==> src/rtl/cpc_fifo_slave_ctrl.sv <==
// Slave-side sequencer for the SN74HCT40105 FIFO pair: turns tx/rx byte streams into
// timed SI / SOB / WNR pin sequences and owns the direction of the shared sd bus.
module cpc_fifo_slave_ctrl #(
   parameter int SETUP_CYCLES   = 2,
   parameter int PULSE_CYCLES   = 3,
   parameter int RECOVER_CYCLES = 4,
   parameter int TURN_CYCLES    = 2
) (
   input  logic       CLK,
   input  logic       RESET,
   input  logic [7:0] tx_data,
   input  logic       tx_valid,
   output logic       tx_ready,
   output logic [7:0] rx_data,
   output logic       rx_valid,
   input  logic       rx_ready,
   input  logic       fifo_slave_dir,
   input  logic       fifo_slave_dor,
   output logic       slave_fifo_si,
   output logic       slave_fifo_sob,
   output logic       slave_fifo_wnr,
   input  logic [7:0] sd_in,
   output logic [7:0] sd_out,
   output logic       sd_oe
);

   localparam int MAX_A   = (SETUP_CYCLES > PULSE_CYCLES) ? SETUP_CYCLES : PULSE_CYCLES;
   localparam int MAX_B   = (RECOVER_CYCLES > TURN_CYCLES) ? RECOVER_CYCLES : TURN_CYCLES;
   localparam int MAX_CYC = (MAX_A > MAX_B) ? MAX_A : MAX_B;
   localparam int CNT_W   = (MAX_CYC > 1) ? $clog2(MAX_CYC) : 1;

   localparam logic [CNT_W-1:0] SETUP_LAST   = CNT_W'(SETUP_CYCLES - 1);
   localparam logic [CNT_W-1:0] PULSE_LAST   = CNT_W'(PULSE_CYCLES - 1);
   localparam logic [CNT_W-1:0] RECOVER_LAST = CNT_W'(RECOVER_CYCLES - 1);
   localparam logic [CNT_W-1:0] TURN_LAST    = CNT_W'(TURN_CYCLES - 1);
   localparam logic [CNT_W-1:0] CNT_ZERO     = {CNT_W{1'b0}};
   localparam logic [CNT_W-1:0] CNT_ONE      = CNT_W'(1);

   typedef enum logic [3:0] {
      IDLE       = 4'd0,
      W_TURN_ON  = 4'd1,
      W_SETUP    = 4'd2,
      W_PULSE    = 4'd3,
      W_RECOVER  = 4'd4,
      W_TURN_OFF = 4'd5,
      R_SETTLE   = 4'd6,
      R_PULSE    = 4'd7,
      R_RECOVER  = 4'd8
   } state_t;

   state_t           state_r, state_nxt_s;
   logic [CNT_W-1:0] cnt_r, cnt_nxt_s;
   logic             dir_meta_r, dir_s, dor_meta_r, dor_s;
   logic             si_r, si_nxt_s;
   logic             sob_r, sob_nxt_s;
   logic             wnr_r, wnr_nxt_s;
   logic             sd_oe_r, sd_oe_nxt_s;
   logic [7:0]       sd_out_r, sd_out_nxt_s;
   logic             tx_ready_r, tx_ready_nxt_s;
   logic [7:0]       rx_data_r, rx_data_nxt_s;
   logic             rx_valid_r, rx_valid_nxt_s;
   logic             last_write_r, last_write_nxt_s;
   logic             wr_elig_s, rd_elig_s;

   assign wr_elig_s = tx_valid & dir_s;
   assign rd_elig_s = dor_s & ~rx_valid_r;

   // Two-flop synchronisers for the asynchronous FIFO ready flags.
   always_ff @(posedge CLK) begin
      if (RESET) begin
         dir_meta_r <= 1'b0;
         dir_s      <= 1'b0;
         dor_meta_r <= 1'b0;
         dor_s      <= 1'b0;
      end else begin
         dir_meta_r <= fifo_slave_dir;
         dir_s      <= dir_meta_r;
         dor_meta_r <= fifo_slave_dor;
         dor_s      <= dor_meta_r;
      end
   end

   // Next-state and next-pin logic; every pin change happens on a state transition.
   always_comb begin
      state_nxt_s      = state_r;
      cnt_nxt_s        = cnt_r + CNT_ONE;
      si_nxt_s         = si_r;
      sob_nxt_s        = sob_r;
      wnr_nxt_s        = wnr_r;
      sd_oe_nxt_s      = sd_oe_r;
      sd_out_nxt_s     = sd_out_r;
      tx_ready_nxt_s   = 1'b0;
      rx_data_nxt_s    = rx_data_r;
      rx_valid_nxt_s   = rx_valid_r & ~rx_ready;
      last_write_nxt_s = last_write_r;
      case (state_r)
         IDLE: begin
            cnt_nxt_s = CNT_ZERO;
            // Round robin: on a tie the type opposite to the last completed transfer wins.
            if (rd_elig_s && (!wr_elig_s || last_write_r)) begin
               state_nxt_s = R_SETTLE;
            end else if (wr_elig_s) begin
               state_nxt_s    = W_TURN_ON;
               wnr_nxt_s      = 1'b1;
               sd_out_nxt_s   = tx_data;
               tx_ready_nxt_s = 1'b1;
            end else begin
               state_nxt_s = IDLE;
            end
         end
         W_TURN_ON: begin
            if (cnt_r == TURN_LAST) begin
               state_nxt_s = W_SETUP;
               cnt_nxt_s   = CNT_ZERO;
               sd_oe_nxt_s = 1'b1;
            end else begin
               state_nxt_s = W_TURN_ON;
            end
         end
         W_SETUP: begin
            if (cnt_r == SETUP_LAST) begin
               state_nxt_s = W_PULSE;
               cnt_nxt_s   = CNT_ZERO;
               si_nxt_s    = 1'b1;
            end else begin
               state_nxt_s = W_SETUP;
            end
         end
         W_PULSE: begin
            if (cnt_r == PULSE_LAST) begin
               state_nxt_s = W_RECOVER;
               cnt_nxt_s   = CNT_ZERO;
               si_nxt_s    = 1'b0;
            end else begin
               state_nxt_s = W_PULSE;
            end
         end
         W_RECOVER: begin
            if (cnt_r == RECOVER_LAST) begin
               cnt_nxt_s        = CNT_ZERO;
               last_write_nxt_s = 1'b1;
               // Stay in write mode only while no read is waiting.
               if (wr_elig_s && !rd_elig_s) begin
                  state_nxt_s    = W_SETUP;
                  sd_out_nxt_s   = tx_data;
                  tx_ready_nxt_s = 1'b1;
               end else begin
                  state_nxt_s = W_TURN_OFF;
                  sd_oe_nxt_s = 1'b0;
               end
            end else begin
               state_nxt_s = W_RECOVER;
            end
         end
         W_TURN_OFF: begin
            if (cnt_r == TURN_LAST) begin
               state_nxt_s = IDLE;
               cnt_nxt_s   = CNT_ZERO;
               wnr_nxt_s   = 1'b0;
            end else begin
               state_nxt_s = W_TURN_OFF;
            end
         end
         R_SETTLE: begin
            if (cnt_r == SETUP_LAST) begin
               state_nxt_s   = R_PULSE;
               cnt_nxt_s     = CNT_ZERO;
               rx_data_nxt_s = sd_in;
               sob_nxt_s     = 1'b0;
            end else begin
               state_nxt_s = R_SETTLE;
            end
         end
         R_PULSE: begin
            if (cnt_r == PULSE_LAST) begin
               state_nxt_s    = R_RECOVER;
               cnt_nxt_s      = CNT_ZERO;
               sob_nxt_s      = 1'b1;
               rx_valid_nxt_s = 1'b1;
            end else begin
               state_nxt_s = R_PULSE;
            end
         end
         R_RECOVER: begin
            if (cnt_r == RECOVER_LAST) begin
               state_nxt_s      = IDLE;
               cnt_nxt_s        = CNT_ZERO;
               last_write_nxt_s = 1'b0;
            end else begin
               state_nxt_s = R_RECOVER;
            end
         end
         default: begin
            state_nxt_s = IDLE;
            cnt_nxt_s   = CNT_ZERO;
            si_nxt_s    = 1'b0;
            sob_nxt_s   = 1'b1;
            wnr_nxt_s   = 1'b0;
            sd_oe_nxt_s = 1'b0;
         end
      endcase
   end

   // State, counter and registered pin outputs.
   always_ff @(posedge CLK) begin
      if (RESET) begin
         state_r      <= IDLE;
         cnt_r        <= CNT_ZERO;
         si_r         <= 1'b0;
         sob_r        <= 1'b1;
         wnr_r        <= 1'b0;
         sd_oe_r      <= 1'b0;
         sd_out_r     <= 8'h00;
         tx_ready_r   <= 1'b0;
         rx_data_r    <= 8'h00;
         rx_valid_r   <= 1'b0;
         last_write_r <= 1'b1;
      end else begin
         state_r      <= state_nxt_s;
         cnt_r        <= cnt_nxt_s;
         si_r         <= si_nxt_s;
         sob_r        <= sob_nxt_s;
         wnr_r        <= wnr_nxt_s;
         sd_oe_r      <= sd_oe_nxt_s;
         sd_out_r     <= sd_out_nxt_s;
         tx_ready_r   <= tx_ready_nxt_s;
         rx_data_r    <= rx_data_nxt_s;
         rx_valid_r   <= rx_valid_nxt_s;
         last_write_r <= last_write_nxt_s;
      end
   end

   assign slave_fifo_si  = si_r;
   assign slave_fifo_sob = sob_r;
   assign slave_fifo_wnr = wnr_r;
   assign sd_oe          = sd_oe_r;
   assign sd_out         = sd_out_r;
   assign tx_ready       = tx_ready_r;
   assign rx_data        = rx_data_r;
   assign rx_valid       = rx_valid_r;

endmodule

==> config.mk <==
export PLATFORM = sky130hd
export DESIGN_NAME = cpc_fifo_slave_ctrl
export DESIGN_NICKNAME = d
export VERILOG_FILES = /design/src/rtl/cpc_fifo_slave_ctrl.sv
export SDC_FILE = /design/constraint.sdc
export NUM_CORES = 1
export LEC_CHECK = 0
export ABC_AREA = 1
export BUFFER_PORTS_ARGS = -buffer_cell sky130_fd_sc_hd__buf_2
export CAP_MARGIN = 20
export CORE_AREA = 2 2 107 57
export CTS_CLUSTER_SIZE = 28
export DETAILED_ROUTE_END_ITERATION = 7
export DIE_AREA = 0 0 109 59
export GPL_ROUTABILITY_DRIVEN = 0
export PLACE_DENSITY = 0.5
export REMOVE_ABC_BUFFERS = 1
export SLEW_MARGIN = 5
export SYNTH_ARGS = -nofsm -noshare
export SYNTH_HDL_FRONTEND = slang
export SYNTH_SLANG_ARGS = --single-unit
==> constraint.sdc <==
create_clock -name CLK -period 3 [get_ports CLK]
set_input_delay 0.6 -clock CLK [delete_from_list [all_inputs] [get_ports CLK]]
set_output_delay 0.6 -clock CLK [all_outputs]
set_load 0.01 [all_outputs]
==> metrics.md <==
| Metric | Value |
|---|---|
| Slew Limit Fails | 0 |
| Final Critical Period | 1.67 ns |
| Crit path launch type | register |
| CP Data Required Time | 3.19 ns |
| Yosys warns | 0 |
| DP Wirelength | 3.00 mm |
| Core Rows | 19 |
| Yosys cell types | 25 |
| Root Driver | clkbuf_8 |
| Reg area | 661 um^2 |
| Fin crit share | 55.6% |
| Max Clock Skew | 0.00923 ns |
| Chip Width | 109 um |
| CTS resizes | 0 |
| Clock slew at reported path FFs | 0.07 ns |
| Largest net degree at the start of global routing | 24 |
| Max IR drop VDD | 0.000188 V |
| Ports | 44 |
| Multi-input logic area | 807 um^2 |
| First-pass GRT wire length | 6.74 mm |
| Layout filler cell count | 574 |
| Core Region | 5400 um^2 |
| Initial antenna violation count | 0 |
| Synth area leader | dfxtp_1 |
| RSZ-0062 raised after global routing | no |
| Clk sinks | 33 |
| Die height | 59 um |
| TritonCTS clock tree | done |
| Port Buffer Count | 43 |
| DR vias | 1545 |
| Area Overhead vs Synth | 23.5% |
| Top-area cell type share of the netlist area | 41.4% |
| Achievable Freq | 0.600 GHz |
| Max_cap viols | 0 |
| Worst-Skew Late Latency | 0.29 ns |
| Drt wl/cell | 11.6 um |
| Nets | 295 |
| Worst Hold Class | register to register |
| Final Util | 36.5% |
| PD cells | 478 nW/um^2 |
| Postcts setup bufs | 0 |
| Area post-placement | 1880 um^2 |
| Crit end category | register |
| CTS HTree Levels | 2 |
| Arr. time, crit path | 1.86 ns |
| Hold WS | 0.407 ns |
| Status | finished, final reports clean |
| Initial DRC count | 72 |
| Syn_area_per_cell | 7.15 um^2 |
| Synth area leaders | dfxtp_1 41%, nand2_1 9.6%, nor2_1 8.9% |
| Die area | 6430 um^2 |
| R2r setup slk | 1.33 ns |
| Final-report hold violation count | 0 |
| Seq/Total Area, Yosys | 41.4% |
| Initial core utilization | 29.6% |
| CTS Hold Bufs | 0 |
| All-Layer GR Usage | 13.8% |
| Slew margin rel. | 55.7% |
| Cell Area, Synth | 1600 um^2 |
| Drt drc | 0 |
| Worst slew pin tran | 0.665 ns |
| Layout cell share with drive strength beyond 1 | 27.2% |
| Final setup fails | 0 |
| Drt pass-1 iters | 4 |
| Clock Tree Buf Depth | 2 |
| Synth Register Bits | 33 |
| Syn Inst Count | 223 |
| Post-Layout Inst Area | 1970 um^2 |
| Routed vias/inst | 4.53 |
| WS Path Type | register to register |
| Total CTS buffers | 5 |
| P_leak | 0.000984 uW |
| Routed wire length | 3.95 mm |
| Final ANT Viol Nets | 0 |
| Vias in the first global route | 1473 |
| # diodes | 0 |
| Grt total ovfl | 0 |
| Final setup TNS | 0 ns |
| CP Max Fanout | 17 |
==> registers in the layout (all words and copies together), names as in the netlist <==
register        count
sd_oe               1
cnt_r               2
dor_meta_r          1
slave_fifo_si       1
dir_s               1
slave_fifo_wnr      1
dor_s               1
last_write_r        1
tx_ready            1
state_r             4
sd_out              8
dir_meta_r          1
rx_valid            1
rx_data             8
slave_fifo_sob      1
==> critical path, cell delays in order (launching register included) <==
cell and delay (ns):
dfxtp_1 0.42, ha_1 0.62, nor2_1 0.15, nor2_1 0.18
nand4_1 0.10, nand2_1 0.07, nor2_1 0.04
==> through the flow <==
stage               power, uW  std cells  setup slack, ns
floorplan                 559        218             1.60
global placement          605        334             1.36
detailed placement        606        334             1.33
CTS                       957        341             1.33
global route              997        341             1.09
finish                    943        341             1.33
==> placed cells by master, fill, tap and decap left out, types with 6 or more instances in the layout <==
master,instances
a21oi_1,16
buf_2,43
clkbuf_8,6
dfxtp_1,33
inv_1,19
inv_2,6
nand2_1,41
nand3_1,20
nor2_1,38
o21ai_0,11
==> final timing paths <==
| path | startpoint | endpoint | cells past startpoint |
|---|---|---|---|
| worst max-delay path | cnt_r[0] | slave_fifo_wnr | 6 |
| worst min register to register | dor_meta_r | dor_s | 2 |
| worst max register to register | cnt_r[0] | slave_fifo_wnr | 6 |
| worst min-delay path | dor_meta_r | dor_s | 2 |
==> logic make-up after synthesis <==
logic type / count (synthesis) / share of synthesized area [%]
flip-flops: 33 / 41.4
buffers and inverters: 32 / 8.00
AND/OR/NAND/NOR: 118 / 35.0
adder cells (fa/ha/maj): 5 / 3.92
AO/OA/AOI/OAI: 35 / 11.7
==> power by group <==
| part | switching [uW] | total, uW | internal [uW] |
|---|---|---|---|
| Clock | 165 | 347 | 181 |
| Sequential | 12.3 | 465 | 453 |
| Combinational | 83.9 | 131 | 46.7 |
==> Yosys cell counts <==
cell type	n
nand2_1	41
nor2_1	38
dfxtp_1	33
nand3_1	20
inv_1	19
a21oi_1	16
o21ai_0	11
inv_2	6
ha_1	5
nor2_2	4
clkbuf_1	3
nand2_2	3
nand4_1	3
nor2_4	3
o211ai_1	3
o21ai_1	3
buf_2	2
inv_4	2
nand2_4	2
a21boi_0	1
a31oi_1	1
nand4_4	1
nor3_1	1
nor3_2	1
or2_2	1
==> routing by layer <==
layer  up-vias  share of wire, %  global-route usage (%)
met5         -                 0                       0
met4         0              0.63                    5.31
li1        805                 -                       -
met2        37                45                    21.2
met1       699                49                    18.4
met3         4               5.0                    4.18
==> final cells by class <==
class,instances,area share (%)
multi-input combinational,158,41.0
sequential,33,33.5
timing repair buffer,43,10.9
inverter,27,5.40
tap,73,4.63
clock buffer,6,4.19
clock inverter,1,0.381
No activity file was read; power rests on OpenSTA's default activity.
